<file path="src/rtl/seg_scan_ctrl.sv">
// Scan controller for an 8-digit common-anode 7-segment display with double-buffered data.
// Optional leading-zero blanking is built when the SEG_LZB_EN macro is defined.
module seg_scan_ctrl #(
   parameter int CLK_DIV   = 50000,
   parameter int BLANK_CYC = 16,
   parameter int DIGITS    = 8
) (
   input  logic        clk,
   input  logic        rst,
   input  logic [31:0] seg_value,
   input  logic        seg_we,
   input  logic        enable,
   output logic [7:0]  an,
   output logic [7:0]  seg_n,
   output logic        frame_done
);

   localparam int CW = $clog2(CLK_DIV);
   localparam int DW = $clog2(DIGITS);
   localparam logic [CW-1:0] BLANK_LAST = CW'(BLANK_CYC - 1);
   localparam logic [CW-1:0] SLOT_LAST  = CW'(CLK_DIV - 1);
   localparam logic [DW-1:0] DIGIT_LAST = DW'(DIGITS - 1);

   typedef enum logic [1:0] {
      IDLE  = 2'd0,
      BLANK = 2'd1,
      SHOW  = 2'd2
   } state_t;

   state_t          state_r, state_s;
   logic [CW-1:0]   cnt_r, cnt_s;
   logic [DW-1:0]   digit_r, digit_s;
   logic [31:0]     pending_r;
   logic [31:0]     display_r, display_s;
   logic [7:0]      an_s;
   logic [7:0]      seg_n_s;
   logic            frame_done_s;

   function automatic logic [7:0] hex_decode(input logic [3:0] nib);
      logic [7:0] seg;
      case (nib)
         4'h0:    seg = 8'hC0;
         4'h1:    seg = 8'hF9;
         4'h2:    seg = 8'hA4;
         4'h3:    seg = 8'hB0;
         4'h4:    seg = 8'h99;
         4'h5:    seg = 8'h92;
         4'h6:    seg = 8'h82;
         4'h7:    seg = 8'hF8;
         4'h8:    seg = 8'h80;
         4'h9:    seg = 8'h90;
         4'hA:    seg = 8'h88;
         4'hB:    seg = 8'h83;
         4'hC:    seg = 8'hC6;
         4'hD:    seg = 8'hA1;
         4'hE:    seg = 8'h86;
         4'hF:    seg = 8'h8E;
         default: seg = 8'hFF;
      endcase
      return seg;
   endfunction

   // Digit 0 is never blanked, so an all-zero value still shows a single "0".
   function automatic logic [7:0] digit_seg(input logic [31:0] disp, input logic [DW-1:0] d);
      logic [7:0] seg;
`ifdef SEG_LZB_EN
      seg = ((d != {DW{1'b0}}) && ((disp >> {d, 2'b00}) == 32'd0)) ? 8'hFF
                                                                   : hex_decode(disp[{d, 2'b00} +: 4]);
`else
      seg = hex_decode(disp[{d, 2'b00} +: 4]);
`endif
      return seg;
   endfunction

   // Next-state sequencing; outputs are decoded from the next state so they register with it.
   always_comb begin
      state_s      = state_r;
      cnt_s        = cnt_r;
      digit_s      = digit_r;
      display_s    = display_r;
      frame_done_s = 1'b0;
      an_s         = 8'hFF;
      seg_n_s      = 8'hFF;

      if (!enable) begin
         state_s = IDLE;
         cnt_s   = {CW{1'b0}};
         digit_s = {DW{1'b0}};
      end else begin
         case (state_r)
            IDLE: begin
               state_s   = BLANK;
               cnt_s     = {CW{1'b0}};
               digit_s   = {DW{1'b0}};
               display_s = pending_r;
            end
            BLANK: begin
               cnt_s   = cnt_r + 1'b1;
               state_s = (cnt_r == BLANK_LAST) ? SHOW : BLANK;
            end
            SHOW: begin
               if (cnt_r == SLOT_LAST) begin
                  cnt_s   = {CW{1'b0}};
                  state_s = BLANK;
                  if (digit_r == DIGIT_LAST) begin
                     digit_s      = {DW{1'b0}};
                     display_s    = pending_r;
                     frame_done_s = 1'b1;
                  end else begin
                     digit_s = digit_r + 1'b1;
                  end
               end else begin
                  cnt_s = cnt_r + 1'b1;
               end
            end
            default: begin
               state_s = IDLE;
               cnt_s   = {CW{1'b0}};
               digit_s = {DW{1'b0}};
            end
         endcase
      end

      case (state_s)
         BLANK: begin
            an_s    = 8'hFF;
            seg_n_s = digit_seg(display_s, digit_s);
         end
         SHOW: begin
            an_s    = ~(8'h01 << digit_s);
            seg_n_s = digit_seg(display_s, digit_s);
         end
         default: begin
            an_s    = 8'hFF;
            seg_n_s = 8'hFF;
         end
      endcase
   end

   // State, buffers and registered pin outputs.
   always_ff @(posedge clk) begin
      if (rst) begin
         state_r    <= IDLE;
         cnt_r      <= {CW{1'b0}};
         digit_r    <= {DW{1'b0}};
         pending_r  <= 32'd0;
         display_r  <= 32'd0;
         an         <= 8'hFF;
         seg_n      <= 8'hFF;
         frame_done <= 1'b0;
      end else begin
         state_r    <= state_s;
         cnt_r      <= cnt_s;
         digit_r    <= digit_s;
         display_r  <= display_s;
         an         <= an_s;
         seg_n      <= seg_n_s;
         frame_done <= frame_done_s;
         if (seg_we) begin
            pending_r <= seg_value;
         end else begin
            pending_r <= pending_r;
         end
      end
   end

endmodule

</file>
<file path="config.mk">
export PLATFORM = sky130hd
export DESIGN_NAME = seg_scan_ctrl
export DESIGN_NICKNAME = d
export VERILOG_FILES = /design/src/rtl/seg_scan_ctrl.sv
export SDC_FILE = /design/constraint.sdc
export NUM_CORES = 1
export LEC_CHECK = 0
export ABC_AREA = 1
export CAP_MARGIN = 40
export CELL_PAD_IN_SITES_DETAIL_PLACEMENT = 1
export CELL_PAD_IN_SITES_GLOBAL_PLACEMENT = 2
export CORE_MARGIN = 5
export CORE_UTILIZATION = 32
export CTS_CLUSTER_SIZE = 28
export DETAILED_ROUTE_END_ITERATION = 6
export PLACE_DENSITY = 0.84
export SYNTH_ARGS = -nofsm -noshare
export SYNTH_HDL_FRONTEND = slang
export SYNTH_SLANG_ARGS = --single-unit
</file>
<file path="constraint.sdc">
create_clock -name clk -period 3.3 [get_ports clk]
set_input_delay 0.99 -clock clk [delete_from_list [all_inputs] [get_ports clk]]
set_output_delay 0.99 -clock clk [all_outputs]
set_load 0.05 [all_outputs]
</file>
==> flow_metrics.env, run 1 <==
export IMPL_drv_cap=0
export IMPL_multi_input_comb_area_um2=2908
export IMPL_crit_type="primary input to flip-flop"
export IMPL_min_period_ns=3.148
export IMPL_worstPathArrival_ns=3.45
export IMPL_period_share=0.9539
export IMPL_ctsRootBufferMaster="clkbuf_16"
export IMPL_num_rows=47
export IMPL_clkPwrFrac=0.393
export IMPL_seq_power_share=0.481
export IMPL_yosysWarningCount=0
export IMPL_cp_required_ns=3.60
export IMPL_cp_max_fo=39
export IMPL_async_reset_ff_frac=0
export IMPL_start_kind="primary input"
export IMPL_power_leakage_nw=2.830
export IMPL_min_delay_start="cnt_r[0]"
export IMPL_vias=5055
export IMPL_grt_max_degree=40
export IMPL_die_area_um2=19210
export IMPL_r2r_start="state_r[0]"
export IMPL_clockBufferDepth=2
export IMPL_min_path_cells=1
export IMPL_holdBufCountCts=0
export IMPL_ant_nets=0
export IMPL_fmax_mhz=317.7
export IMPL_ys_ff_latch=101
export IMPL_fin_nets=890
export IMPL_setup_tns_ns=0
export IMPL_grt_pass1_wl_mm=26.67
export IMPL_layout_drive_gt1_share=0.1351
export IMPL_slew_headroom=0.6514
export IMPL_yosys_area_top_type_share=0.3820
export IMPL_post_route_drc_count=0
export IMPL_die_y_um=138.6
export IMPL_grt_overflow_total=0
export IMPL_start_util=0.3226
export IMPL_worstHoldPathType="flip-flop to flip-flop"
export IMPL_tightest_slew_ns=0.5216
export IMPL_syn_to_final_growth_pct=24.78
export IMPL_r2r_end="seg_n[2]"
export IMPL_drtIter0Drc=152
export IMPL_cts_buffers=9
export IMPL_dp_hpwl_mm=12.39
export IMPL_clock_sinks=101
export IMPL_maxSlewViolCount=0
export IMPL_dr_pass1_iters=4
export IMPL_antenna_found_initial=0
export IMPL_synth_edf_count=0
export IMPL_gp_congestion=0.8726
export IMPL_cp_cell_sequence="clkdlybuf4s50_1 > buf_4 > buf_12 > nand2_1 > o21ai_0 > inv_1 > nand2_1 > nand2_1 > nand4_1 > nand2_1 > buf_4 > ha_1 > inv_1 > nand3_1 > or2_1 > nand3_1"
export IMPL_cpMaxStageDelayCell="clkdlybuf4s50_1"
export IMPL_netlist_area_um2=5293
export IMPL_yosys_cell_count_top_type="nand2_1"
export IMPL_p_int_mw=1.943
export IMPL_rsz0062_at_grt="yes"
export IMPL_synth_area_leaders="dfxtp_1 (38%), nand2_1 (14%), nor2_1 (8.6%), nand3_1 (5.5%), o21ai_0 (4.1%)"
export IMPL_clock_latency_ns=0.36
export IMPL_rrSetupSlack_ns=0.33
export IMPL_path_clk_slew_ns=0.07
export IMPL_p_per_area_nw_per_um2=408.0
export IMPL_synth_common_cells="nand2_1 (203), nor2_1 (121), dfxtp_1 (101)"
export IMPL_wl_per_cell_um=14.91
export IMPL_crit_path_end_kind="flip-flop"
export IMPL_sw_frac_of_total=0.2788
export IMPL_netSwitchingPower_mw=0.7513
export IMPL_status="completed"
export IMPL_synth_area_leader_cell="dfxtp_1"
export IMPL_cts_htree_levels=3
export IMPL_portBuffers=51
export IMPL_ios=53
export IMPL_p_comb_frac=0.126
export IMPL_fp_dieW_um=138.6
export IMPL_ys_flop_type="dfxtp_1"
export IMPL_n_fill_cell=2040
export IMPL_synthCells=757
export IMPL_grt_pass1_vias=5497
export IMPL_crit_top_cell="nand2_1"
export IMPL_coreArea_um2=16410
export IMPL_finalSetupViolations=0
export IMPL_cts_tree="built"
export IMPL_routed_wirelength_mm=15.87
export IMPL_syn_nets=808
export IMPL_irDropWorstVdd_mv=0.2484
export IMPL_synth_cell_types=48
export IMPL_slowest_delay_ns=0.53
export IMPL_grtUsageTotal=0.1686
export IMPL_rr_worst_depth=19
export IMPL_syn_area_per_cell_um2=6.992
export IMPL_register_area_um2=2022
export IMPL_synth_seq_area_share=0.3820
export IMPL_finClkSkew_ns=0.01232
export IMPL_whs_ns=0.4501
export IMPL_worstHoldEndpoint="cnt_r[0]"
export IMPL_antenna_cells=0
export IMPL_via_per_inst=4.751
export IMPL_final_hold_violation_count=0
## what timing repair did
action / 4_1_cts / 5_1_grt
hold endpoints to repair: 0 / 0
setup endpoints to repair: 0 / 2
buffers inserted: 0 / 1
gates resized for setup: 0 / 3
## cell type report
class	instances	share of cell area
inverter	63	0.03657
timing repair buffer	97	0.1315
clock inverter	6	0.009094
tap	220	0.04168
multi-input combinational	567	0.4403
clock buffer	10	0.03467
sequential	101	0.3062
## per-layer routing
| layer | global-route usage | wire [um] | vias up |
|---|---|---|---|
| li1 | - | - | 2576 |
| met1 | 0.2048 | 7354 | 2394 |
| met2 | 0.3011 | 7827 | 72 |
| met3 | 0.04276 | 485 | 13 |
| met4 | 0.03640 | 201 | 0 |
| met5 | 0 | 0 | - |
## worst max-delay path, delay by kind of cell
kind                       cells  cell delay (ns)
AOI/OAI and AO/OA              1             0.20
adders and majority gates      1             0.20
buffers and inverters          6             1.21
and+or+nand+nor                8             0.83
## state kept, by name, indices dropped and copies added (netlist names)
signal / count
seg_n: 7
cnt_r: 16
an: 8
digit_r: 3
display_r: 32
pending_r: 32
frame_done: 1
state_r: 2
## power by group through the flow
stage          combinational (mW)  sequential [mW]  clock, mW
2_1_floorplan               0.181             1.33          0
3_3_place_gp                0.331             1.32          0
3_5_place_dp                0.339             1.32          0
4_1_cts                     0.342             1.30       1.10
5_1_grt                     0.377             1.30       1.15
6_report                    0.340             1.30       1.06
## cells by family after synthesis
logic type      Yosys count  synth area share
mux                       1          0.001891
compound gates           97           0.09764
xor+xnor                  4          0.006621
fa+ha+maj                15           0.03546
flops                   101            0.3820
buf+inv                  89           0.07021
other cells               1         0.0007085
simple gates            449            0.4054
## through the flow
step	power, mW	std cells	setup slack, ns	util	instance area [um2]
finish	2.695	1064	0.1522	0.4025	6604
global placement	1.653	1047	-0.1257	0.3839	6299
global route	2.827	1064	-0.002866	0.4025	6604
detailed placement	1.663	1047	-0.2025	0.3839	6299
floorplan	1.514	757	0.4782	-	5293
CTS	2.734	1063	0.1596	0.4015	6588
## cells in the final DEF, fill, tap and decap left out, types with 10 or more instances in the layout
master,Yosys,final
a21oi_1,38,38
buf_4,1,45
clkdlybuf4s50_1,0,51
dfxtp_1,101,101
ha_1,15,15
inv_1,54,54
nand2_1,203,201
nand2_2,8,10
nand3_1,58,58
nor2_1,121,121
o21ai_0,43,43
## how the worst max path moves through the flow
| stage | from | endpoint | slack [ns] |
|---|---|---|---|
| final | enable | seg_n[2] | 0.15 |
| after global routing | enable | seg_n[1] | -0.003 |
| after CTS | enable | seg_n[2] | 0.16 |
| after detailed placement | enable | seg_n[1] | -0.20 |
| after global placement | enable | seg_n[1] | -0.13 |
| after floorplan | enable | seg_n[2] | 0.48 |
Power figures use the tool's default switching activity.
==> inputs of run 2 (changes only) <==
SLEW_MARGIN = 20   (was not set)
==> results of run 2 <==
No change in the layout: final DEF, timing and power equal those of run 1.
